## src/rtl/cam_tx_pkg.sv

```systemverilog
// Shared definitions for the RGB555 camera-style transmitter: FSM states,
// default timing and the two-byte pixel packing.
package cam_tx_pkg;

   typedef enum logic [2:0] {
      ST_IDLE,
      ST_VSYNC,
      ST_VBACK,
      ST_ACTIVE,
      ST_HBLANK
   } cam_state_e;

   localparam int DEF_H_ACTIVE    = 640;
   localparam int DEF_V_ACTIVE    = 480;
   localparam int DEF_H_BLANK     = 144;
   localparam int DEF_VSYNC_LINES = 3;
   localparam int DEF_VBACK_LINES = 17;

   localparam int COL_W  = 11;
   localparam int LINE_W = 10;

   // First byte on the wire: {0, R[4:0], G[4:3]} of the 5-bit components.
   function automatic logic [7:0] pack_byte0(input logic [4:0] r5, input logic [4:0] g5);
      return {1'b0, r5, g5[4:3]};
   endfunction

   function automatic logic [7:0] pack_byte1(input logic [4:0] g5, input logic [4:0] b5);
      return {g5[2:0], b5};
   endfunction

endpackage

```

## src/rtl/rgb555_pack_reg.sv

```systemverilog
// One-entry pixel holding register with valid/ready handshake and the
// registered byte stream that follows the timing slots given by the top.
module rgb555_pack_reg
   import cam_tx_pkg::*;
(
   input  logic       clk,
   input  logic       rst,
   input  logic [7:0] red,
   input  logic [7:0] green,
   input  logic [7:0] blue,
   input  logic       pix_valid,
   output logic       pix_ready,
   input  logic       byte0_slot,
   input  logic       byte1_slot,
   output logic [7:0] cam_data,
   output logic       underrun
);

   logic        full_q, full_d;
   logic [15:0] hold_q, hold_d;
   logic [7:0]  byte1_q, byte1_d;
   logic [7:0]  data_q, data_d;
   logic        underrun_q, underrun_d;
   logic        accept;

   // The low three bits of each colour are dropped by the RGB555 format.
   logic unused_low_bits;
   assign unused_low_bits = ^{red[2:0], green[2:0], blue[2:0]};

   assign accept = pix_valid && !full_q;

   // A byte0 slot drains the register; a fill in the same cycle wins.
   always_comb begin
      full_d     = full_q;
      hold_d     = hold_q;
      byte1_d    = byte1_q;
      data_d     = 8'h00;
      underrun_d = underrun_q;

      if (byte0_slot) begin
         full_d = 1'b0;
         if (full_q) begin
            data_d  = hold_q[15:8];
            byte1_d = hold_q[7:0];
         end else begin
            data_d     = 8'h00;
            byte1_d    = 8'h00;
            underrun_d = 1'b1;
         end
      end else if (byte1_slot) begin
         data_d = byte1_q;
      end

      if (accept) begin
         full_d = 1'b1;
         hold_d = {pack_byte0(red[7:3], green[7:3]), pack_byte1(green[7:3], blue[7:3])};
      end
   end

   always_ff @(posedge clk or posedge rst) begin
      if (rst) begin
         full_q     <= 1'b0;
         hold_q     <= 16'h0000;
         byte1_q    <= 8'h00;
         data_q     <= 8'h00;
         underrun_q <= 1'b0;
      end else begin
         full_q     <= full_d;
         hold_q     <= hold_d;
         byte1_q    <= byte1_d;
         data_q     <= data_d;
         underrun_q <= underrun_d;
      end
   end

   assign pix_ready = !full_q;
   assign cam_data  = data_q;
   assign underrun  = underrun_q;

endmodule

```

## src/rtl/rgb555_cam_tx.sv

```systemverilog
// Camera-style RGB555 transmitter: frame/line timing FSM driving vsync/href,
// with pixels packed two bytes per pixel by rgb555_pack_reg.
module rgb555_cam_tx
   import cam_tx_pkg::*;
#(
   parameter int H_ACTIVE    = DEF_H_ACTIVE,
   parameter int V_ACTIVE    = DEF_V_ACTIVE,
   parameter int H_BLANK     = DEF_H_BLANK,
   parameter int VSYNC_LINES = DEF_VSYNC_LINES,
   parameter int VBACK_LINES = DEF_VBACK_LINES
) (
   input  logic       Cam_pclk,
   input  logic       Reset,
   input  logic       Enable,
   input  logic [7:0] red,
   input  logic [7:0] green,
   input  logic [7:0] blue,
   input  logic       pix_valid,
   output logic       pix_ready,
   output logic       Cam_vsync,
   output logic       Cam_href,
   output logic [7:0] Cam_data,
   output logic       frame_start,
   output logic       underrun
);

   localparam int LINE_LEN = 2 * H_ACTIVE + H_BLANK;

   localparam logic [COL_W-1:0]  ACT_LAST   = COL_W'(2 * H_ACTIVE - 1);
   localparam logic [COL_W-1:0]  BLANK_LAST = COL_W'(H_BLANK - 1);
   localparam logic [COL_W-1:0]  LINE_LAST  = COL_W'(LINE_LEN - 1);
   localparam logic [LINE_W-1:0] VSYNC_LAST = LINE_W'(VSYNC_LINES - 1);
   localparam logic [LINE_W-1:0] VBACK_LAST = LINE_W'(VBACK_LINES - 1);
   localparam logic [LINE_W-1:0] VACT_LAST  = LINE_W'(V_ACTIVE - 1);

   cam_state_e        state_q, state_d;
   logic [COL_W-1:0]  col_q, col_d;
   logic [LINE_W-1:0] line_q, line_d;
   logic              vsync_q, vsync_d;
   logic              href_q, href_d;
   logic              frame_start_q, frame_start_d;
   logic              byte0_slot, byte1_slot;

   // Outputs are registered from next-state values so they line up with the state.
   always_comb begin
      state_d       = state_q;
      col_d         = col_q;
      line_d        = line_q;
      frame_start_d = 1'b0;

      unique case (state_q)
         ST_IDLE: begin
            if (Enable) begin
               state_d       = ST_VSYNC;
               col_d         = '0;
               line_d        = '0;
               frame_start_d = 1'b1;
            end
         end
         ST_VSYNC: begin
            if (col_q == LINE_LAST) begin
               col_d = '0;
               if (line_q == VSYNC_LAST) begin
                  state_d = ST_VBACK;
                  line_d  = '0;
               end else begin
                  line_d = line_q + 1'b1;
               end
            end else begin
               col_d = col_q + 1'b1;
            end
         end
         ST_VBACK: begin
            if (col_q == LINE_LAST) begin
               col_d = '0;
               if (line_q == VBACK_LAST) begin
                  state_d = ST_ACTIVE;
                  line_d  = '0;
               end else begin
                  line_d = line_q + 1'b1;
               end
            end else begin
               col_d = col_q + 1'b1;
            end
         end
         ST_ACTIVE: begin
            if (col_q == ACT_LAST) begin
               state_d = ST_HBLANK;
               col_d   = '0;
            end else begin
               col_d = col_q + 1'b1;
            end
         end
         ST_HBLANK: begin
            if (col_q == BLANK_LAST) begin
               col_d = '0;
               if (line_q == VACT_LAST) begin
                  line_d = '0;
                  if (Enable) begin
                     state_d       = ST_VSYNC;
                     frame_start_d = 1'b1;
                  end else begin
                     state_d = ST_IDLE;
                  end
               end else begin
                  line_d  = line_q + 1'b1;
                  state_d = ST_ACTIVE;
               end
            end else begin
               col_d = col_q + 1'b1;
            end
         end
         default: begin
            state_d = ST_IDLE;
            col_d   = '0;
            line_d  = '0;
         end
      endcase

      vsync_d    = (state_d == ST_VSYNC);
      href_d     = (state_d == ST_ACTIVE);
      byte0_slot = href_d && !col_d[0];
      byte1_slot = href_d && col_d[0];
   end

   always_ff @(posedge Cam_pclk or posedge Reset) begin
      if (Reset) begin
         state_q       <= ST_IDLE;
         col_q         <= '0;
         line_q        <= '0;
         vsync_q       <= 1'b0;
         href_q        <= 1'b0;
         frame_start_q <= 1'b0;
      end else begin
         state_q       <= state_d;
         col_q         <= col_d;
         line_q        <= line_d;
         vsync_q       <= vsync_d;
         href_q        <= href_d;
         frame_start_q <= frame_start_d;
      end
   end

   rgb555_pack_reg u_pack (
      .clk        (Cam_pclk),
      .rst        (Reset),
      .red        (red),
      .green      (green),
      .blue       (blue),
      .pix_valid  (pix_valid),
      .pix_ready  (pix_ready),
      .byte0_slot (byte0_slot),
      .byte1_slot (byte1_slot),
      .cam_data   (Cam_data),
      .underrun   (underrun)
   );

   assign Cam_vsync   = vsync_q;
   assign Cam_href    = href_q;
   assign frame_start = frame_start_q;

endmodule

```

## config.mk

```make
export PLATFORM = sky130hd
export DESIGN_NAME = rgb555_cam_tx
export DESIGN_NICKNAME = d
export VERILOG_FILES = /design/src/rtl/cam_tx_pkg.sv /design/src/rtl/rgb555_pack_reg.sv /design/src/rtl/rgb555_cam_tx.sv
export SDC_FILE = /design/constraint.sdc
export NUM_CORES = 1
export LEC_CHECK = 0
export BUFFER_PORTS_ARGS = -buffer_cell sky130_fd_sc_hd__buf_2
export CAP_MARGIN = 20
export CORE_MARGIN = 3
export CORE_UTILIZATION = 41
export DETAILED_ROUTE_END_ITERATION = 6
export SLEW_MARGIN = 20
export SYNTH_ARGS = -nofsm -noshare
export SYNTH_HDL_FRONTEND = slang
export SYNTH_SLANG_ARGS = --single-unit
```

## constraint.sdc

```tcl
create_clock -name Cam_pclk -period 3.55 [get_ports Cam_pclk]
set_input_delay 0 -clock Cam_pclk [delete_from_list [all_inputs] [get_ports Cam_pclk]]
set_output_delay 0 -clock Cam_pclk [all_outputs]
set_load 0.01 [all_outputs]
```

==> impl_results.md, run 1 <==
* Status: completed
* Fin crit share at ~76%
* Synthesized area at 2990 um2
* Core area at between 6000 and 7000 um2
* Final Setup Violations at 0
* Crit Path Category: register to register
* PnR worst setup slack at 0.855 ns
* Sequential area share after synthesis at roughly 50%
* CTS Buffer Depth at 2
* Top Family by Delay on Critical Path: compound AO/OA/AOI/OAI gates
* Routed len/inst at 14.0 um
* Post-Syn Nets at between 300 and 400
* Clk sinks at 60
* FP Rows at 30
* Hold Crit Depth at 4
* FF-to-FF path depth at 8
* Initial antenna violation count at 0
* Layout cells sized above 1 at 23.6%
* Vias per cell at 5.33
* PwrDens at 380 nW/um2
* Max transition margin at 41.9%
* Unrepaired setup endpoints after global routing: false
* Inst Count DP at 402
* Critical path peak fanout at 17
* Die ar. at 8340 um2
* Avg Cell Area, Syn at 10.6 um2
* I/O Buffers at 31
* Worst Path Buf+Inv at 1
* CP Cell Sequence: ha_1 > and3_1 > nand3_4 > o32a_1 > o311a_4 > nor4b_4 > buf_4 > mux2i_1
* DRT Wirelength at 6.09 mm
* Final Non-Filler Cells at 435
* CP Data Required Time at about 3.8 ns
* Skew final at approximately 0.0076 ns
* Vias in the first global route at between 2,000 and 2,500
* Asr flop ratio synth at 100%
* Synth Register Bits at 60
* Gr ovfl total at 0
* Slew Viols, Final at 0
* Slowest stage delay, CP at 0.51 ns
* Worst-path clk slew at 0.07 ns
* Post-synth cell types at 49
* Vias at 2,317
* Minimum clock period at 2.69 ns
* R2R Path Start: col_q[0]$_DFF_PP0_
* Slowest CP cell: dfrtp_1
* Hold path startpoint: pix_valid
* Post-layout net count at 366
* Cells after synthesis at 281
* Maximum VDD drop at between 300 and 400 uV
* Ports at 41
* Worst Setup Start Kind: register
* Setup slack, reg-to-reg at 0.86 ns
* R2r endpoint: u_pack.byte1_q[4]$_DFFE_PP0N_
* Root Driver: clkbuf_8
* Post-route DRC at 0
* EDFF count, synth at 0
* Leakage dissipation at between 1.5 and 2 nW
* H-tree depth at 3
* First-pass GRT wire length at approximately 11 mm
* CP Data Arrival Time at 2.95 ns
* Slew @ Worst Pin at 0.870 ns
* Initial Util at 43.0%
* Clock insertion delay at the later pin of the skew report at 0.34 ns
* Post-DRT Antenna Nets at 0
* Initial DRC count at 120
* Total negative slack at 0 ns
* Largest net degree at the start of global routing at 42
* CTS tree: built
* Synth Warn # at 0
* TritonCTS Buffers at 9
* WHS Endpoint: u_pack.full_q$_DFFE_PP0P_
* Die width at 91.3 um
* ANT cells at 0
* Place WS at between 0.8 and 0.9 ns
* Die H at around 90 um
* Ys flop type: dfrtp_1
* Post-DP HPWL at roughly 4.1 mm
* CP Capture Type: register
* HP Class: input port to register
* Post-CTS setup buffers at 0
* Final Hold Viols at 0
* Area grow syn2layout at 21.7%
* Placer Congestion at 0.842
* GRT Overall Usage at 15.7%
* Maximum clock rate at 371 MHz
* MaxCap Viol Count at 0
* TritonRoute pass-1 iters at 4
layout make-up:
| cell class | instances | area, um2 |
|---|---|---|
| clock buffers | 11 | 141 |
| clock inverters | 5 | 60.1 |
| fillers | 641 | 3310 |
| inverters | 22 | 82.6 |
| multi-input cells | 185 | 1340 |
| flip-flops and latches | 60 | 1500 |
| well taps | 96 | 120 |
| repair buffers | 56 | 385 |
where the power goes:
group | internal, W | switching, W
Combinational | 0.0000288 | 0.0000224
Sequential | 0.000693 | 0.00000517
Clock | 0.000346 | 0.000286
Total | 0.00107 | 0.000314
through the flow:
stage	power [W]	hold slack, ns	instance area (um2)	util, %
floorplan	0.000731	0.152	2990	-
global placement	0.000748	0.232	3260	47.0
detailed placement	0.000749	0.236	3260	47.0
CTS	0.00140	0.259	3630	52.3
global route	0.00144	0.310	3630	52.3
finish	0.00138	0.278	3630	52.3
how the worst max path moves through the flow:
| stage | from | to | depth (start not counted) |
|---|---|---|---|
| final | col_q[0]$_DFF_PP0_ | u_pack.byte1_q[4]$_DFFE_PP0N_ | 8 |
| after global routing | line_q[2]$_DFFE_PP0P_ | u_pack.byte1_q[4]$_DFFE_PP0N_ | 7 |
| after CTS | col_q[0]$_DFF_PP0_ | u_pack.byte1_q[4]$_DFFE_PP0N_ | 8 |
| after detailed placement | col_q[0]$_DFF_PP0_ | u_pack.byte1_q[4]$_DFFE_PP0N_ | 8 |
| after global placement | col_q[0]$_DFF_PP0_ | u_pack.byte1_q[0]$_DFFE_PP0N_ | 8 |
| after floorplan | col_q[0]$_DFF_PP0_ | u_pack.byte1_q[0]$_DFFE_PP0N_ | 8 |
worst reg2reg max path, cell delays in order (launching register included):
cell and delay, ns:
dfrtp_1 0.51, ha_1 0.25, and3_1 0.24, nand3_4 0.11, o32a_1 0.38, o311a_4 0.34
nor4b_4 0.26, buf_4 0.29, mux2i_1 0.23
cell usage in the layout, fill, tap and decap left out, types with 2 or more instances in the layout:
cell type and count:
dfrtp_1 60, buf_2 31, nand2_1 24, inv_1 21, mux2_2 17, dlygate4sd3_1 17
nand3_1 15, a21oi_1 11, nor2_1 10, clkbuf_8 10, nand4_1 8, mux2i_1 8
buf_4 8, nor3_1 7, nand2b_1 7, a31oi_1 7, o21ai_0 7, a32o_1 7
a22o_1 6, o22ai_1 5, and3_1 4, and2_1 4, ha_1 4, nor4b_4 2
nor4_1 2, and4_2 2, nor3b_1 2, xor2_1 2, a41oi_1 2, a21o_1 2
synthesized netlist by cell type, types with 6 or more instances:
library cell  count  area share (%)
o21ai_0           7             1.2
nand4_1           8             1.7
a22o_1            6             1.8
nor3_1            7             1.2
a31oi_1           7             1.5
dfrtp_1          60              50
clkbuf_1         12             1.5
inv_1            22             2.8
nand2_1          24             3.0
nand2b_1          7             1.5
nand3_1          15             2.5
a21oi_1          11             1.8
nor2_1           10             1.3
mux2i_1           8             2.7
mux2_2           17             6.4
a32o_1            7             2.3
cells by family (layout without fill, tap and decap cells):
family          count (synthesis)  count (layout)  share of synthesized area, %
simple gates                   95              95                          18.4
flops                          60              60                          50.3
compound gates                 58              58                          14.9
buf+inv                        36              94                          4.78
mux                            25              25                          9.09
fa+ha+maj                       4               4                          1.68
xor+xnor                        3               3                         0.880
per-layer routing:
metal | up-vias | share of wire, % | GRT usage (%)
li1 | 1136 | - | -
met1 | 1113 | 47 | 21.0
met2 | 61 | 47 | 24.3
met3 | 7 | 4.6 | 4.39
met4 | 0 | 1.1 | 5.65
met5 | - | 0 | 0
flip-flops by register name (all words and copies together), names as in the netlist:
register and count:
Cam_href 1, Cam_vsync 1, col_q 11, frame_start 1, line_q 10, state_q 3, u_pack.byte1_q 8, u_pack.cam_data 8
u_pack.full_q 1, u_pack.hold_q 15, u_pack.underrun 1
repair_timing:
item	4_1_cts	5_1_grt
hold endpoints to repair	56	0
hold buffers	17	0
resized for setup	0	0
Note: power is estimated with default switching activity, not from simulation.
==> run 2: changes to the inputs <==
ABC_AREA = 1   (was unset)
clock period = 2.5 ns   (was 3.55 ns; I/O delays follow)
==> run 2 against run 1 <==
  * Routed wire length is 2.5% higher
  * Critical path depth is 3 higher
  * Die area is 2.0% higher
  * Utilization is 0.69 points higher
  * Worst setup slack worse by 0.56 ns
  * Worst hold slack better by 0.079 ns
  * Critical path type unchanged
  * Clock skew is 0.00094 ns lower
  * Synthesized area is 2.2% higher
  * Highest routed layer unchanged
  * Combinational power grew to 4.7 times the previous value
  * Via count is 5.4% higher
  * Count of clock-buffer cells in the layout stayed put
==> impl_results.md, run 2 <==
* Most flop-heavy register: u_pack.hold_q (unchanged)
* DRT Wirelength at 6.25 mm (was 6.09 mm)
* Max transition margin at 46.8% (was 41.9%)
* Setup slack, reg-to-reg at 0.30 ns (was 0.86 ns)
* Root Driver: clkbuf_8 (unchanged)
* Largest net degree at the start of global routing at 39 (was 42)
* Leakage dissipation at 1.85 nW (was 1.67 nW)
* Unrepaired setup endpoints after global routing: false (unchanged)
* Final Setup Violations at 0 (unchanged)
* Final Hold Viols at 0 (unchanged)
* Clock power frac at 41.1% (was 45.8%)
* R2R Path Start: line_q[1]$_DFFE_PP0P_ (was col_q[0]$_DFF_PP0_)
* Worst-path clk slew at 0.07 ns (about the same)
* Cells after synthesis at 357 (was 281)
* Area grow syn2layout at 21.9% (was 21.7%)
* Ports at 41 (unchanged)
* Top-area cell type share of the netlist area at 49.2% (was 50.3%)
* Final Non-Filler Cells at 516 (was 435)
* CP Data Arrival Time at 2.46 ns (was 2.95 ns)
* Initial Util at 43.5% (was 43.0%)
* Core area at 7020 um2 (was 6940 um2)
* Vias in the first global route at 2,373 (was 2,247)
* Maximum clock rate at 454 MHz (was 371 MHz)
* Max FFs per register at 15 (unchanged)
* Placer Congestion at 0.857 (was 0.842)
* H-tree depth at 3 (unchanged)
* CP Capture Point: u_pack.full_q$_DFFE_PP0P_ (was u_pack.byte1_q[4]$_DFFE_PP0N_)
* Area contributors post-synth: dfrtp_1 (49%), nand2_1 (11%), inv_1 (5.8%) (was dfrtp_1 (50%), mux2_2 (6.4%), nand2_1 (3.0%))
* Post-synth cell types at 32 (was 49)
* Post-DP HPWL at 4.63 mm (was 4.06 mm)
* Routed len/inst at 12.1 um (was 14.0 um)
* CTS Buffer Depth at 2 (unchanged)
* CP Capture Type: register (unchanged)
* Clock insertion delay at the later pin of the skew report at 0.33 ns (was 0.34 ns)
* Asr flop ratio synth at 100% (unchanged)
* EDFF count, synth at 0 (unchanged)
* CP startpoint: line_q[1]$_DFFE_PP0P_ (was col_q[0]$_DFF_PP0_)
* Die width at 92.3 um (was 91.3 um)
* Area leader, netlist: dfrtp_1 (unchanged)
* MaxCap Viol Count at 0 (unchanged)
* Synthesized area at 3050 um2 (was 2990 um2)
* Post-CTS setup buffers at 0 (unchanged)
* Post-layout net count at 447 (was 366)
* FP Rows at 30 (unchanged)
* Inst Count DP at 483 (was 402)
* Clk sinks at 60 (unchanged)
* Worst Setup Start Kind: register (unchanged)
* Critical path peak fanout at 19 (was 17)
* GRT Overall Usage at 16.3% (was 15.7%)
* R2r endpoint: u_pack.full_q$_DFFE_PP0P_ (was u_pack.byte1_q[4]$_DFFE_PP0N_)
* Die H at 92.3 um (was 91.3 um)
* Placed Area at 3330 um2 (was 3260 um2)
* Slew @ Worst Pin at 0.797 ns (was 0.870 ns)
* Post-route DRC at 0 (unchanged)
* HP Class: input port to register (unchanged)
* Initial antenna violation count at 0 (unchanged)
* Status: completed (unchanged)
* Initial DRC count at 93 (was 120)
* Vias at 2,442 (was 2,317)
* Hold-fix buffers at CTS at 17 (unchanged)
* Final design area excluding fillers at 3720 um2 (was 3630 um2)
* Synth Warn # at 0 (unchanged)
* First-pass GRT wire length at 11.0 mm (was 10.5 mm)
* Maximum VDD drop at 382 uV (was 375 uV)
* Die ar. at 8510 um2 (was 8340 um2)
* Synth Register Bits at 60 (unchanged)
* Synth top cells by count: nand2_1 (89), dfrtp_1 (60), inv_1 (47) (was dfrtp_1 (60), nand2_1 (24), inv_1 (22))
* CP Data Required Time at 2.75 ns (was 3.80 ns)
* TritonRoute pass-1 iters at 4 (unchanged)
* Top flop regs: u_pack.hold_q x15, col_q x11, line_q x10 (unchanged)
* Avg Cell Area, Syn at 8.54 um2 (was 10.6 um2)
* Most common cell after layout, fill and taps aside: nand2_1 (was dfrtp_1)
* Internal power at 0.00177 W (was 0.00107 W)
* Post-Syn Nets at 389 (was 313)
* Layout cells sized above 1 at 19.3% (was 23.6%)
* Total negative slack at 0 ns (unchanged)
* Vias per cell at 4.73 (was 5.33)
* Sw frac at 22.4% (was 22.7%)
* Minimum clock period at 2.20 ns (was 2.69 ns)
* CTS-repair resized insts at 0 (unchanged)
* Post-DRT Antenna Nets at 0 (unchanged)
* Comb pwr share at 10.5% (was 3.7%)
* Ys flop type: dfrtp_1 (unchanged)
* Switching power at 0.000513 W (was 0.000314 W)
* Fill cells at 674 (was 641)
* Most frequent cells in the layout: nand2_1 (89), dfrtp_1 (60), inv_1 (46), buf_2 (31), nor2_1 (29) (was dfrtp_1 (60), buf_2 (31), nand2_1 (24), inv_1 (21))
* TritonCTS Buffers at 9 (unchanged)
* Gr ovfl total at 0 (unchanged)
* Slew Viols, Final at 0 (unchanged)
* CTS tree: built (unchanged)
* Skew final at 0.00663 ns (was 0.00757 ns)
* Crit Path Category: register to register (unchanged)
* ANT cells at 0 (unchanged)
* FF-to-FF path depth at 11 (was 8)
* Fin crit share at 88.1% (was 75.9%)
* Sequential area share after synthesis at 49.2% (was 50.3%)
* Top-count cell post-synth: nand2_1 (was dfrtp_1)
* Sequential Power Share at 48.4% (was 50.5%)
* I/O Buffers at 31 (unchanged)
* PwrDens at 614 nW/um2 (was 380 nW/um2)
==> run 2: worst max-delay path: stages (launching register included) <==
cell and delay, ns:
dfrtp_1 0.41, ha_1 0.20, nand2_1 0.06, nor2_1 0.18, nand3_1 0.15, nor2_1 0.11
nor2_1 0.05, nor2_1 0.18, nand3_2 0.34, nand3_2 0.29, nand2_1 0.08, nand2_1 0.06
==> run 2: cell families after synthesis <==
| group | synth area share [%] |
|---|---|
| simple gates | 27.9 |
| flops | 49.2 |
| buf+inv | 7.38 |
| compound gates | 5.41 |
| mux | 5.54 |
| xor+xnor | 2.87 |
| fa+ha+maj | 1.64 |
==> run 2: power groups by stage <==
| stage | sequential (W) | combinational [W] | clock, W |
|---|---|---|---|
| 2_1_floorplan | 0.00111 | 0.000168 | 0 |
| 3_3_place_gp | 0.00112 | 0.000214 | 0 |
| 3_5_place_dp | 0.00112 | 0.000221 | 0 |
| 4_1_cts | 0.00111 | 0.000241 | 0.000966 |
| 5_1_grt | 0.00112 | 0.000275 | 0.00102 |
| 6_report | 0.00111 | 0.000239 | 0.000940 |
==> run 2: area by class of cell <==
class,instances,area (um2),area share (%)
inverter,48,180,4.84
multi-input combinational,241,1320,35.6
clock inverter,5,75.1,2.02
tap,96,120,3.23
timing repair buffer,55,378,10.2
clock buffer,11,141,3.80
sequential,60,1500,40.4
==> run 2: through the flow <==
stage	hold slack, ns	total power [W]	setup slack, ns	util [%]
floorplan	0.115	0.00128	0.734	-
global route	0.398	0.00241	0.0260	53.0
global placement	0.194	0.00134	0.326	47.5
CTS	0.344	0.00231	0.266	53.0
finish	0.357	0.00229	0.297	53.0
detailed placement	0.196	0.00135	0.278	47.5
==> run 2: how the worst min path moves through the flow <==
stage	startpoint	endpoint	slack [ns]	cells after the start
3_3_place_gp	Reset	line_q[0]$_DFFE_PP0P_	0.19	2
4_1_cts	pix_valid	u_pack.full_q$_DFFE_PP0P_	0.34	3
2_1_floorplan	Enable	frame_start$_DFF_PP0_	0.11	2
6_report	pix_valid	u_pack.full_q$_DFFE_PP0P_	0.36	3
5_1_grt	pix_valid	u_pack.full_q$_DFFE_PP0P_	0.40	3
3_5_place_dp	Reset	line_q[0]$_DFFE_PP0P_	0.20	2
==> run 2: layer usage <==
metal / wire, um / global-route usage, % / vias up
met5: 0 / 0 / -
met4: 76 / 4.83 / 0
met3: 271 / 4.76 / 8
met2: 2600 / 23.4 / 49
met1: 3300 / 23.8 / 1107
li1: - / - / 1278
==> run 3: changes to the inputs <==
SYNTH_HIERARCHICAL = 1   (was unset)
==> run 3 against run 2 <==
  * Global-route usage is 1.5 points higher
  * Via count is 16% higher
  * Register-to-register slack worse by 0.08 ns
  * Design area is 6.0% higher
  * First-iteration DRC count is 16% higher
  * Cell count is 12% higher
  * Critical endpoint is now u_pack/cam_data[6]$_DFF_PP0_
  * Largest cell class is now multi-input gates
==> impl_results.md, run 3 <==
* CP Data Arrival Time at 2.56 ns (was 2.46 ns)
* Post-CTS setup buffers at 0 (unchanged)
* Vias in the first global route at 2,667 (was 2,373)
* Minimum clock period at 2.28 ns (was 2.20 ns)
* Post-layout net count at 505 (was 447)
* Maximum clock rate at 438 MHz (was 454 MHz)
* Asr flop ratio synth at 100% (unchanged)
* Die H at 95.8 um (was 92.3 um)
* Critical path peak fanout at 17 (was 19)
* HP Class: input port to register (unchanged)
* I/O Buffers at 31 (unchanged)
* Area leader, netlist: dfrtp_1 (unchanged)
* Sequential area share after synthesis at 45.4% (was 49.2%)
* Slew @ Worst Pin at 0.666 ns (was 0.797 ns)
* GRT Overall Usage at 17.8% (was 16.3%)
* Status: completed (unchanged)
* Worst-path clk slew at 0.07 ns (about the same)
* Placed Area at 3550 um2 (was 3330 um2)
* Placer Congestion at 0.890 (was 0.857)
* Global Route met2 Usage at 29.8% (was 23.4%)
* Final Setup Violations at 0 (unchanged)
* Global Route met3 Usage at 5.00% (was 4.76%)
* Post-DP HPWL at 5.21 mm (was 4.63 mm)
* Top flop regs: u_pack/hold_q x15, col_q x11, line_q x10 (was u_pack.hold_q x15, col_q x11, line_q x10)
* Max transition margin at 55.6% (was 46.8%)
* Fin crit share at 91.3% (was 88.1%)
* CP Data Required Time at 2.77 ns (was 2.75 ns)
* Routed len/inst at 12.5 um (was 12.1 um)
* Root Driver: clkbuf_8 (unchanged)
* Max FFs per register at 15 (unchanged)
* Total negative slack at 0 ns (unchanged)
* Leakage dissipation at 2.03 nW (was 1.85 nW)
* Most flop-heavy register: u_pack/hold_q (was u_pack.hold_q)
* Ys flop type: dfrtp_1 (unchanged)
* Die ar. at 9180 um2 (was 8510 um2)
* Initial antenna violation count at 0 (unchanged)
* Gr ovfl total at 0 (unchanged)
* Ports at 41 (unchanged)
* Post-synth cell types at 35 (was 32)
* FP Rows at 32 (was 30)
* Synth top cells by count: nand2_1 (107), nand3_1 (74), dfrtp_1 (60) (was nand2_1 (89), dfrtp_1 (60), inv_1 (47))
* Largest net degree at the start of global routing at 34 (was 39)
* Core area at 7770 um2 (was 7020 um2)
* Unrepaired setup endpoints after global routing: false (unchanged)
* Cells after synthesis at 419 (was 357)
* CTS tree: built (unchanged)
* Final design area excluding fillers at 3940 um2 (was 3720 um2)
* Skew final at 0.00967 ns (was 0.00663 ns)
* Initial DRC count at 108 (was 93)
* Clk sinks at 60 (unchanged)
* Area grow syn2layout at 19.3% (was 21.9%)
* Met1 usage at 22.2% (was 23.8%)
* PwrDens at 515 nW/um2 (was 614 nW/um2)
* CTS Buffer Depth at 2 (unchanged)
* ANT cells at 0 (unchanged)
* TritonRoute pass-1 iters at 5 (was 4)
* Area contributors post-synth: dfrtp_1 (45%), nand2_1 (12%), nand3_1 (11%) (was dfrtp_1 (49%), nand2_1 (11%), inv_1 (5.8%))
* Post-route DRC at 0 (unchanged)
* Synth Warn # at 6 (was 0)
* Most crowded layer after global routing: met2 (was met1)
* DRT Wirelength at 7.23 mm (was 6.25 mm)
* Top-count cell post-synth: nand2_1 (unchanged)
* H-tree depth at 3 (unchanged)
* Most frequent cells in the layout: nand2_1 (107), nand3_1 (74), dfrtp_1 (60), inv_1 (37), nor2_1 (36) (was nand2_1 (89), dfrtp_1 (60), inv_1 (46), buf_2 (31), nor2_1 (29))
* Clock insertion delay at the later pin of the skew report at 0.34 ns (was 0.33 ns)
* Slew Viols, Final at 0 (unchanged)
* Maximum VDD drop at 320 uV (was 382 uV)
* Layout cells sized above 1 at 18.6% (was 19.3%)
* Post-DRT Antenna Nets at 0 (unchanged)
* Synthesized area at 3310 um2 (was 3050 um2)
* Die width at 95.8 um (was 92.3 um)
* Most common cell after layout, fill and taps aside: nand2_1 (unchanged)
* Top-area cell type share of the netlist area at 45.4% (was 49.2%)
* TritonCTS Buffers at 9 (unchanged)
* MaxCap Viol Count at 0 (unchanged)
* Final Hold Viols at 0 (unchanged)
* Vias per cell at 4.89 (was 4.73)
* Fill cells at 777 (was 674)
* CP Capture Type: register (unchanged)
* Post-Syn Nets at 451 (was 389)
* EDFF count, synth at 0 (unchanged)
* Vias at 2,838 (was 2,442)
* Crit Path Category: register to register (unchanged)
* Worst Setup Start Kind: register (unchanged)
* Fin Hold WS at 0.0863 ns (was 0.357 ns)
* Synth Register Bits at 60 (unchanged)
* First-pass GRT wire length at 12.6 mm (was 11.0 mm)
* Avg Cell Area, Syn at 7.89 um2 (was 8.54 um2)
* Initial Util at 42.6% (was 43.5%)
==> run 3: cell count changes after synthesis, moves of 5 or more <==
| cell | delta |
|---|---|
| nand3_1 | +58 |
| nand2_2 | +19 |
| nand2_1 | +18 |
| mux2_2 | -15 |
| nand4_1 | -11 |
| inv_1 | -9 |
| nor2_1 | +7 |
| buf_6 | +5 |
| nor3_1 | -5 |
| xnor2_1 | -5 |
==> run 3: kinds of logic (layout without fill, tap and decap cells) <==
| family | Yosys count | after routing | share of synthesized area (%) |
|---|---|---|---|
| compound gates | 28 | 28 | 4.85 |
| xor+xnor | 8 | 8 | 2.12 |
| fa+ha+maj | 4 | 4 | 1.51 |
| buf+inv | 55 | 114 | 8.67 |
| flops | 60 | 60 | 45.4 |
| simple gates | 264 | 264 | 37.4 |
==> run 3: per-layer routing <==
metal / vias to the layer above / part of all wire, %
li1: 1467 / -
met1: 1318 / 46
met2: 45 / 49
met3: 8 / 3.7
met4: 0 / 1.3
met5: - / 0
==> run 3: stage by stage <==
stage	instances	setup WS (ns)	total power [W]	utilization, %
6_report	580	0.218	0.00203	50.8
5_1_grt	580	0.0118	0.00211	50.8
3_3_place_gp	547	0.330	0.00103	45.7
4_1_cts	580	0.260	0.00206	50.7
3_5_place_dp	547	0.289	0.00103	45.7
2_1_floorplan	419	0.470	0.00101	-
==> run 3: cell type report <==
| type | count | area [um2] | area share, % |
|---|---|---|---|
| timing repair buffer | 57 | 405 | 10.3 |
| clock buffer | 11 | 141 | 3.59 |
| multi-input combinational | 304 | 1520 | 38.5 |
| inverter | 41 | 166 | 4.22 |
| tap | 102 | 128 | 3.24 |
| sequential | 60 | 1500 | 38.1 |
| clock inverter | 5 | 83.8 | 2.13 |
==> run 3: worst paths after layout <==
check                                       startpoint  slack [ns]                           end  depth (start not counted)
max                               col_q[1]$_DFFE_PP0P_        0.22  u_pack/cam_data[6]$_DFF_PP0_                         12
min                                          pix_valid        0.09  u_pack/hold_q[0]$_DFFE_PP0P_                          3
max reg2reg                       col_q[1]$_DFFE_PP0P_        0.22  u_pack/cam_data[6]$_DFF_PP0_                         12
min reg2reg                u_pack/underrun$_DFFE_PP0P_        0.48   u_pack/underrun$_DFFE_PP0P_                          1
max in group asynchronous                        Reset        1.85            Cam_href$_DFF_PP0_                          3
min in group asynchronous                        Reset        0.27         line_q[5]$_DFFE_PP0P_                          3
==> run 3: worst max-delay path, cell delays in order (launching register included) <==
cell and delay, ns:
dfrtp_1 0.38, ha_1 0.22, nand2_2 0.12, nor2_4 0.13, nand3_1 0.17, nand2_2 0.16
nand3_2 0.17, o21a_1 0.26, nor2_1 0.12, buf_4 0.15, buf_12 0.14, nand3_1 0.08
nand2_1 0.10
==> run 3: what timing repair did <==
item | in CTS | in global routing
gates resized for setup | 0 | 2
endpoints found under the setup margin | 0 | 2
endpoints found under the hold margin | 76 | 0
hold buffers | 17 | 0
==> run 3: where the power goes <==
group          internal [W]  switching [W]  leakage (nW)   total, W
Sequential         0.000970              0         0.788   0.000970
Combinational     0.0000285      0.0000311          1.13  0.0000596
Clock              0.000592       0.000411         0.106    0.00100
Total               0.00159       0.000442          2.03    0.00203
